## src/rtl/multicycle_control.sv

```systemverilog
// Main control FSM for the multi-cycle RV32I datapath: sequences fetch, decode,
// execute, memory and writeback, drives datapath enables and counts retirements.
module multicycle_control #(
    parameter int CNT_W = 32
) (
    input  logic             clk,
    input  logic             rst_n,
    input  logic [6:0]       opcode,
    input  logic [2:0]       funct3,
    input  logic             zero,
    input  logic             mem_ready,
    output logic             mem_read,
    output logic             mem_write,
    output logic             iord,
    output logic             ir_write,
    output logic             pc_write,
    output logic             pc_write_cond,
    output logic             pc_source,
    output logic [1:0]       ALU_op,
    output logic             ALUSrcA,
    output logic [1:0]       ALUSrcB,
    output logic             reg_write,
    output logic             mem_to_reg,
    output logic             trap,
    output logic [CNT_W-1:0] retired
);

    typedef enum logic [3:0] {
        S_RESET     = 4'd0,
        S_FETCH     = 4'd1,
        S_DECODE    = 4'd2,
        S_EXECUTE   = 4'd3,
        S_ALU_WB    = 4'd4,
        S_MEM_ADDR  = 4'd5,
        S_MEM_READ  = 4'd6,
        S_MEM_WB    = 4'd7,
        S_MEM_WRITE = 4'd8,
        S_BRANCH    = 4'd9,
        S_TRAP      = 4'd10
    } state_t;

    localparam logic [6:0] OP_R     = 7'b0110011;
    localparam logic [6:0] OP_LOAD  = 7'b0000011;
    localparam logic [6:0] OP_STORE = 7'b0100011;
    localparam logic [6:0] OP_BRANCH = 7'b1100011;

    state_t           state_r;
    state_t           next_state_s;
    logic             retire_s;
    logic [CNT_W-1:0] retired_r;
    logic             unused_s;

    // The branch outcome is applied in the datapath through pc_write_cond.
    assign unused_s = zero;
    assign retired  = retired_r;

    // Only the exact opcode/funct3 pairs of the supported subset are legal.
    function automatic state_t decode_next(input logic [6:0] op, input logic [2:0] f3);
        state_t ns;
        case (op)
            OP_R:      ns = S_EXECUTE;
            OP_LOAD:   ns = (f3 == 3'b010) ? S_MEM_ADDR : S_TRAP;
            OP_STORE:  ns = (f3 == 3'b010) ? S_MEM_ADDR : S_TRAP;
            OP_BRANCH: ns = (f3 == 3'b000) ? S_BRANCH : S_TRAP;
            default:   ns = S_TRAP;
        endcase
        return ns;
    endfunction

    // State register.
    always_ff @(posedge clk or negedge rst_n) begin
        if (!rst_n) begin
            state_r <= S_RESET;
        end else begin
            state_r <= next_state_s;
        end
    end

    // Retired-instruction counter, wraps naturally at 2^CNT_W.
    always_ff @(posedge clk or negedge rst_n) begin
        if (!rst_n) begin
            retired_r <= {CNT_W{1'b0}};
        end else if (retire_s) begin
            retired_r <= retired_r + {{(CNT_W-1){1'b0}}, 1'b1};
        end else begin
            retired_r <= retired_r;
        end
    end

    // Next-state and Moore output decode; FETCH enables also wait for mem_ready.
    always_comb begin
        next_state_s  = state_r;
        retire_s      = 1'b0;
        mem_read      = 1'b0;
        mem_write     = 1'b0;
        iord          = 1'b0;
        ir_write      = 1'b0;
        pc_write      = 1'b0;
        pc_write_cond = 1'b0;
        pc_source     = 1'b0;
        ALU_op        = 2'b00;
        ALUSrcA       = 1'b0;
        ALUSrcB       = 2'b00;
        reg_write     = 1'b0;
        mem_to_reg    = 1'b0;
        trap          = 1'b0;
        case (state_r)
            S_RESET: begin
                next_state_s = S_FETCH;
            end
            S_FETCH: begin
                mem_read = 1'b1;
                ALUSrcB  = 2'b01;
                if (mem_ready) begin
                    ir_write     = 1'b1;
                    pc_write     = 1'b1;
                    next_state_s = S_DECODE;
                end else begin
                    next_state_s = S_FETCH;
                end
            end
            S_DECODE: begin
                ALUSrcB      = 2'b10;
                next_state_s = decode_next(opcode, funct3);
            end
            S_EXECUTE: begin
                ALUSrcA      = 1'b1;
                ALU_op       = 2'b10;
                next_state_s = S_ALU_WB;
            end
            S_ALU_WB: begin
                reg_write    = 1'b1;
                retire_s     = 1'b1;
                next_state_s = S_FETCH;
            end
            S_MEM_ADDR: begin
                ALUSrcA = 1'b1;
                ALUSrcB = 2'b10;
                // DECODE only lets loads and stores reach this state.
                if (opcode == OP_LOAD) begin
                    next_state_s = S_MEM_READ;
                end else begin
                    next_state_s = S_MEM_WRITE;
                end
            end
            S_MEM_READ: begin
                mem_read = 1'b1;
                iord     = 1'b1;
                if (mem_ready) begin
                    next_state_s = S_MEM_WB;
                end else begin
                    next_state_s = S_MEM_READ;
                end
            end
            S_MEM_WB: begin
                reg_write    = 1'b1;
                mem_to_reg   = 1'b1;
                retire_s     = 1'b1;
                next_state_s = S_FETCH;
            end
            S_MEM_WRITE: begin
                mem_write = 1'b1;
                iord      = 1'b1;
                if (mem_ready) begin
                    retire_s     = 1'b1;
                    next_state_s = S_FETCH;
                end else begin
                    next_state_s = S_MEM_WRITE;
                end
            end
            S_BRANCH: begin
                ALUSrcA       = 1'b1;
                ALU_op        = 2'b01;
                pc_write_cond = 1'b1;
                pc_source     = 1'b1;
                retire_s      = 1'b1;
                next_state_s  = S_FETCH;
            end
            S_TRAP: begin
                trap         = 1'b1;
                next_state_s = S_TRAP;
            end
            default: begin
                next_state_s = S_RESET;
            end
        endcase
    end

endmodule

```

## config.mk

```make
export PLATFORM = sky130hd
export DESIGN_NAME = multicycle_control
export DESIGN_NICKNAME = d
export VERILOG_FILES = /design/src/rtl/multicycle_control.sv
export SDC_FILE = /design/constraint.sdc
export NUM_CORES = 1
export LEC_CHECK = 0
export ABC_CLOCK_PERIOD_IN_PS = 3200
export CORE_UTILIZATION = 52
export DETAILED_ROUTE_END_ITERATION = 10
export PLACE_DENSITY = 0.85
export SYNTH_ARGS = -nofsm -noshare
export SYNTH_HDL_FRONTEND = slang
export SYNTH_SLANG_ARGS = --single-unit
export TNS_END_PERCENT = 1
```

## constraint.sdc

```tcl
create_clock -name clk -period 3.2 [get_ports clk]
set_input_delay 0.32 -clock clk [delete_from_list [all_inputs] [get_ports clk]]
set_output_delay 0.32 -clock clk [all_outputs]
set_load 0.01 [all_outputs]
```

After elaboration in Yosys (flattened, before gate mapping)
Index checks and enable logic that the tools add are counted.
{"block": "totals", "register_bits": 36, "word_cells": 49, "in_bits": 14}
{"block": "op_classes", "muxes": 21, "n_reduce_logical": 10, "addsub": 1, "eq_ne": 15}
{"op": "32-bit by 1-bit adder with 32-bit output (second input constant)", "n": 1}
{"op": "4-bit one-hot mux with 8 select lines", "n": 1}
{"op": "4-bit by 3-bit == test with 1-bit output (second input constant)", "n": 4}
{"op": "7-bit by 6-bit == test with 1-bit output (second input constant)", "n": 2}
{"op": "4-bit == test (second input constant)", "n": 3}
{"op": "4-bit two-way mux", "n": 3}
{"op": "4-bit one-hot mux with 3 select lines", "n": 1}
{"op": "1-bit two-way mux", "n": 11}
{"op": "2-bit OR reduction", "n": 5}
{"op": "4-bit by 2-bit == test with 1-bit output (second input constant)", "n": 2}
{"op": "2-bit one-hot mux with 2 select lines", "n": 2}
{"op": "7-bit by 2-bit == test with 1-bit output (second input constant)", "n": 1}
{"op": "7-bit == test (second input constant)", "n": 1}
{"op": "3-bit OR reduction", "n": 2}
{"op": "4-bit by 1-bit == test with 1-bit output (second input constant)", "n": 1}
{"op": "4-bit logical NOT", "n": 1}
{"op": "2-bit two-way mux", "n": 2}
{"op": "4-bit OR reduction", "n": 1}
{"op": "3-bit by 2-bit == test with 1-bit output (second input constant)", "n": 1}
{"op": "3-bit logical NOT", "n": 1}
{"op": "1-bit one-hot mux with 2 select lines", "n": 1}

Longest topological paths before layout
Gate-level depths: netlist of the first run.
{"block": "depth", "word_depth": 4, "mapped_depth": 7, "mapped_depth_nobuf": 5}

Worst setup path before layout of the first run
Ideal clock, no wire load.
{"block": "synth_path", "path_type": "register to register", "startpoint": "register retired_r[0], in the netlist retired[0]", "endpoint": "register retired_r[22], in the netlist retired[22]", "stages_incl_launch_ff": 6, "setup_slack_ps": 1459, "arrival_time_ps": 1661, "t_required_ps": 3121, "n_path_buf": 0, "path_cell_list": "dfrtp_1 > ha_1 > and4_1 > nand4_4 > a2111oi_2 > xor2_1"}
{"block": "synth_via", "elab_chain_len": 1}
{"item": "start: declaration", "line": "50", "text": "logic [CNT_W-1:0] retired_r;"}
{"item": "start signal: assignment", "line": "82", "text": "retired_r <= {CNT_W{1'b0}};"}
{"item": "start signal: assignment", "line": "84", "text": "retired_r <= retired_r + {{(CNT_W-1){1'b0}}, 1'b1};"}
{"item": "start signal: assignment", "line": "86", "text": "retired_r <= retired_r;"}
{"item": "32-bit by 1-bit adder with 32-bit output", "line": "84"}
Every way passes these cells.
A chain may end at the register's enable or synchronous reset.

Worst setup path after layout of the first run
{"block": "layout_path", "startpoint": "register state_r[2]", "endpoint": "output port reg_write"}
{"block": "layout_via", "elab_chain_len": 3}
{"item": "start: declaration", "line": "47", "text": "state_t state_r;"}
{"item": "start signal: assignment", "line": "75", "text": "state_r <= next_state_s;"}
{"item": "4-bit by 3-bit == test with 1-bit output", "line": "107", "text": "case (state_r)"}
{"item": "2-bit OR reduction (no source line) *"}
{"item": "1-bit two-way mux *", "line": "107"}
{"item": "end: declaration", "line": "22", "text": "output logic reg_write,"}
Mark *: on every way between the ends. The rest lies on a longest branch, timed or not.

==> results of run 1 <==
==> synth_stat cells, types with 3 or more instances <==
cell and n:
and3_1 8, and2_1 3, clkbuf_1 5, a211oi_1 6
nor3_1 5, xnor2_1 16, a21oi_1 6, buf_2 4
nand3_1 10, buf_4 4, dfrtp_1 36, nor2b_1 4
inv_1 4, nand2b_1 4, o2111ai_1 7, nand2_1 12
o211ai_1 5, a2111oi_2 9, xor2_1 16, and4_1 6
nor2_1 14
==> worst max-delay path, delay by kind of cell (launching register included) <==
kind / cells / cell delay (ns)
buffers and inverters: 2 / 0.80
flip-flops: 1 / 0.60
AND/OR/NAND/NOR: 2 / 0.50
==> sequential cells by signal, indices dropped and copies added (netlist names) <==
register  count
state_r       4
retired      32
==> path summary, 6_finish.rpt <==
check	to
max in group asynchronous	retired[10]
min reg2reg	retired[31]
max reg2reg	retired[1]
max	reg_write
min in group clk	retired[31]
min	retired[28]
==> kinds of logic after synthesis <==
family	Yosys count
AO/OA/AOI/OAI	48
multiplexers	1
adder cells (fa/ha/maj)	1
flip-flops	36
XOR/XNOR	32
AND/OR/NAND/NOR	79
buffers and inverters	21
==> through the flow <==
step / cells / cell area [um2] / utilization / hold slack [ns]
after floorplan: 218 / 2250 / - / 0.02441
after global placement: 314 / 2830 / 0.6926 / 0.4565
after detailed placement: 314 / 2830 / 0.6926 / 0.4664
after CTS: 322 / 2920 / 0.7146 / 0.4593
after global routing: 322 / 2920 / 0.7146 / 0.4918
final: 322 / 2920 / 0.7146 / 0.4394
==> layer usage <==
metal  wire length (um)  share of wire  GRT usage
met1               2149           0.47     0.3097
met2               2233           0.48     0.3725
met3                162          0.035    0.04054
met4                 65          0.014    0.07031
met5                  0              0          0
==> power by group <==
group,internal (uW),leakage [uW],switching (uW),total [uW]
clock,175,0.0000455,148,323
sequential,505,0.000411,134,639
combinational,307,0.000588,296,603
==> layout make-up <==
type	count	share of cell area
Sequential cell	36	0.3085
Multi-Input combinational cell	161	0.4229
Timing Repair Buffer	62	0.2099
Inverter	5	0.006427
Clock buffer	8	0.03085
Tap cell	50	0.02142
==> summary.md, run 1 <==
| Metric | Value |
|---|---|
| Status | `completed` |
| Register area | `around 900 um2` |
| Area delta synth->final | `29.81%` |
| Pins over their slew limit | `0` |
| Syn Area/Cell | `about 10 um2` |
| Clk_skew | `between 0.003 and 0.004 ns` |
| Cell taking the most area after synthesis | `dfrtp_1` |
| Port-buffer cells | `slightly below 60` |
| Critical R2R Launch | `state_r[2]` |
| Share of layout cells above drive strength 1 | `0.08824` |
| Dpl ws | `approximately 0.87 ns` |
| Core ar. | `slightly above 0.004 mm2` |
| Ys async rst share | `1.000` |
| Cell Pwr Density | `between 500 and 600 mW/mm2` |
| Vias in the first global route | `1756` |
| Rows | `23` |
| Main combinational cell family by area after synthesis | `simple AND/OR/NAND/NOR gates` |
| Final hold viol count | `0` |
| Final setup violation count | `0` |
| EDFF count, synth | `0` |
| Register-to-Register Path Depth | `4` |
| Slew margin rel. | `0.4389` |
| Adder-cell share of the synthesized area | `0.005562` |
| Die X | `approximately 68 um` |
| Commonest non-fill, non-tap cell in the layout | `clkdlybuf4s50_1` |
| WP data required | `roughly 2.9 ns` |
| Number of max-cap violations | `0` |
| H-tree depth | `2` |
| Resized cells post-CTS | `0` |
| Final period util | `0.7842` |
| Synth Area in Compound Gates | `0.2030` |
| Drt via density | `between 5 and 6` |
| FILL cells | `roughly 330` |
| Largest net degree at the start of global routing | `37` |
| YS warnings | `0` |
| Die height | `about 68 um` |
| Mux share of post-synthesis cell area | `0.005006` |
| Area of the multi-input gates | `roughly 0.0012 mm2` |
| Wirelength per Cell | `roughly 14 um` |
| Distinct cells, synth | `46` |
| Initial antenna violation count | `0` |
| Antenna Cells | `0` |
| DR vias | `around 1900` |
| CTS Sinks | `36` |
| Largest cells by area after synthesis | `dfrtp_1 40%, xnor2_1 6.2%, xor2_1 6.2%, a2111oi_2 6.0%, o2111ai_1 2.7%` |
| Crit path kind | `reg2out` |
| Final min period | `approximately 2.5 ns` |
| Post-synthesis cell count | `~220` |
| Worst setup path start | `state_r[2]` |
| Detailed placement HPWL | `~3300 um` |
| Top_reg_cell synth | `dfrtp_1` |
| CP cell instances | `nor2b_1, nand3_1, inv_2, clkdlybuf4s50_1` |
| Crit-path max cell delay | `0.60 ns` |
| Max Fanout on Critical Path | `14` |
| RSZ-0062 raised after global routing | `false` |
| Routed Antenna Nets | `0` |
| DIE AREA | `around 0.0046 mm2` |
| Worst hold-check path type | `in2async` |
| DRT Wirelength | `about 4600 um` |
| CTS tree | `yes` |
| Power consumption | `1565 uW` |
| Root buf cell | `clkbuf_8` |
| Clock-pin slew on the worst setup and hold paths | `roughly 0.060 ns` |
| Synthesized area | `around 0.0022 mm2` |
| Total gr overflow | `0` |
| Synth Register Bits | `36` |
| Reg-to-reg slack, setup | `approximately 0.93 ns` |
| Pre-antenna DRT Iters | `4` |
| Worst Setup Slack, final | `0.6906 ns` |
| Post-Synth XOR/XNOR Area | `0.1246` |
| First DRT Iteration DRCs | `144` |
| Routability congestion estimate | `slightly above 0.8` |
| Postcts setup bufs | `0` |
| Gr usage total | `0.2295` |
| CP arrival | `2.19 ns` |
| Static leakage | `between 0.001 and 0.0015 uW` |
| Clk buf depth | `2` |
| Post-Synth Simple-Gate Area | `0.2108` |
| Fmax | `~400 MHz` |
| Slew @ Worst Pin | `between 0.8 and 0.9 ns` |
| Hold Buf Count CTS | `0` |
| CP endpoint kind | `output port` |
| Worst IR Drop VDD | `approximately 0.33 mV` |
| Initial Util | `0.5505` |
| Syn_nets | `233` |
| Setup TNS | `0 ns` |
| DRC | `0` |
| Area fraction of the dominant cell type after synthesis | `0.4004` |
| Clk_lat worst skew | `around 0.28 ns` |
| Element type at the critical path start | `flip-flop` |
| Ports | `61` |
| Slowest-stage cell, CP | `dfrtp_1` |
| Register area share after synthesis | `0.4004` |
| Nets@finish | `~290` |
| CTS buffer count | `5` |
| First-pass GRT wire length | `7983 um` |
| Commonest cells after routing, fill and taps aside | `59 x clkdlybuf4s50_1, 36 x dfrtp_1, 16 x xnor2_1, 16 x xor2_1, 14 x nor2_1` |
(Power assumes the default switching activity.)
==> run 2: changes to the inputs <==
ABC_CLOCK_PERIOD_IN_PS = 2400   (was 3200)
CORE_UTILIZATION = 48   (was 52)
PLACE_DENSITY = 0.8   (was 0.85)
clock period = 2.4 ns   (was 3.2 ns; I/O delays follow)
==> run 2 against run 1 <==
The run now ends with design-rule violations left; sequential share of layout area down 0.48 points; critical endpoint is now iord; hold slack lost 0.073 ns; final cell count grew 1.9%; clock-buffer cell count decreased by 1.
==> summary.md, run 2 (synthesis gave the netlist of run 1 again) <==
| Metric | Value |
|---|---|
| Clk_skew | `about 0.0053 ns` |
| DIE AREA | `approximately 0.0050 mm2` |
| Drt via density | `5.768` |
| Area delta synth->final | `31.87%` |
| Slew margin rel. | `0.4461` |
| Element type at the critical path start | `flip-flop` |
| Hold Buf Count CTS | `0` |
| Cell Pwr Density | `~740 mW/mm2` |
| Die height | `70.46 um` |
| Top routing layer in use | `met4` |
| CP cell instances | `nand2b_1, buf_4, nor2_1, a21oi_1, nor2_1, clkdlybuf4s50_1` |
| CTS tree | `yes` |
| Clock-pin slew on the worst setup and hold paths | `around 0.07 ns` |
| H-tree depth | `2` |
| Worst IR Drop VDD | `~0.45 mV` |
| Pins over their slew limit | `0` |
| Rows | `24` |
| Max Fanout on Critical Path | `12` |
| Clk_lat worst skew | `0.29 ns` |
| Routed Antenna Nets | `0` |
| Met2 WL | `approximately 2200 um` |
| Final instance area | `0.002967 mm2` |
| Gr usage total | `0.2139` |
| Failing checks | `design-rule violations` |
| Slew @ Worst Pin | `between 0.8 and 0.9 ns` |
| First-pass GRT wire length | `between 8000 and 9000 um` |
| Initial antenna violation count | `0` |
| Routed met1 length | `~2400 um` |
| Max reg flops | `32` |
| Cell mode on critical path | `nor2_1` |
| Wirelength per Cell | `14.91 um` |
| First DRT Iteration DRCs | `about 120` |
| Resized cells post-CTS | `0` |
| Port-buffer cells | `59` |
| Setup TNS | `0 ns` |
| Slowest-stage cell, CP | `dfrtp_1` |
| Commonest cells after routing, fill and taps aside | `59 x clkdlybuf4s50_1, 36 x dfrtp_1, 16 x xnor2_1, 16 x xor2_1, 14 x nor2_1` |
| Die X | `70.46 um` |
| Nets@finish | `291` |
| Antenna Cells | `0` |
| Routed length on met3 | `about 220 um` |
| Placed insts | `approximately 320` |
| CTS Sinks | `36` |
| Vias in the first global route | `1723` |
| Worst hold-check path type | `in2async` |
| DRT Wirelength | `4890 um` |
| CP arrival | `1.97 ns` |
| Crit path kind | `reg2out` |
| Final min period | `roughly 2.2 ns` |
| Final period util | `0.9204` |
| DR vias | `1892` |
| Largest net degree at the start of global routing | `37` |
| Final hold viol count | `0` |
| Total gr overflow | `0` |
| Commonest non-fill, non-tap cell in the layout | `clkdlybuf4s50_1` |
| Number of max-cap violations | `0` |
| DRC | `15` |
| Share of layout cells above drive strength 1 | `0.1087` |
| WP data required | `~2.2 ns` |
| CTS buffer count | `5` |
| Clk buf depth | `2` |
| Pre-antenna DRT Iters | `7` |
| Fmax | `~450 MHz` |
| Core ar. | `~0.0044 mm2` |
| Final non-filler cell total | `roughly 330` |
| Root buf cell | `clkbuf_8` |
| Placement-stage cell area | `~0.0029 mm2` |
| Initial Util | `0.5062` |
| RSZ-0062 raised after global routing | `false` |
| Ports | `61` |
| Status | `finished, violations left` |
| Static leakage | `roughly 0.0011 uW` |
| Routability congestion estimate | `about 0.8` |
| Postcts setup bufs | `0` |
| Final setup violation count | `0` |
| Crit-path max cell delay | `about 0.58 ns` |
| CP endpoint kind | `output port` |
| Detailed placement HPWL | `between 3000 and 4000 um` |
run 2: cell count changes in the layout (fill, tap and decap cells not counted):
cell      delta
clkbuf_1     -2
buf_4        +5
clkbuf_8     +1
run 2: final timing paths:
path	startpoint	to	slack, ns	cells after the start
max reg2reg	state_r[1]	retired[1]	0.37	4
max	state_r[3]	iord	0.19	6
min in group clk	retired[31]	retired[31]	0.47	1
min	rst_n	retired[16]	0.37	2
max in group asynchronous	rst_n	retired[9]	1.71	2
min reg2reg	retired[31]	retired[31]	0.47	1
run 2: stage by stage:
stage	hold slack (ns)	worst slack, ns	total power [uW]	utilization
4_1_cts	0.3835	0.2077	2186	0.6675
5_1_grt	0.4278	0.06188	2315	0.6675
3_3_place_gp	0.4553	0.1929	1704	0.6458
6_report	0.3667	0.1911	2183	0.6675
2_1_floorplan	-0.05559	0.6593	1333	-
3_5_place_dp	0.4623	0.1784	1722	0.6458
run 2: area by class of cell:
class | instances | area (um2)
inverters | 5 | 18.77
well taps | 52 | 65.06
clock buffers | 7 | 96.34
flip-flops and latches | 36 | 900.9
multi-input cells | 161 | 1235
fillers | 388 | 1478
repair buffers | 67 | 650.6
run 2: where the power goes:
group	switching [uW]	total, uW	internal [uW]
registers	125	799	674
logic	466	916	450
clock network	212	467	256
total	803	2180	1380
run 2: layer usage:
layer / vias to the layer above / track usage
met4: 0 / 0.08163
met3: 6 / 0.04473
met2: 56 / 0.3172
met1: 911 / 0.3058
met5: - / 0
li1: 919 / -
run 2: worst max-delay path: cells and delay by family, from the launching register on:
family	cells	cell delay, ns
buffers and inverters	2	0.70
and+or+nand+nor	3	0.35
AOI/OAI and AO/OA	1	0.05
DFF	1	0.58
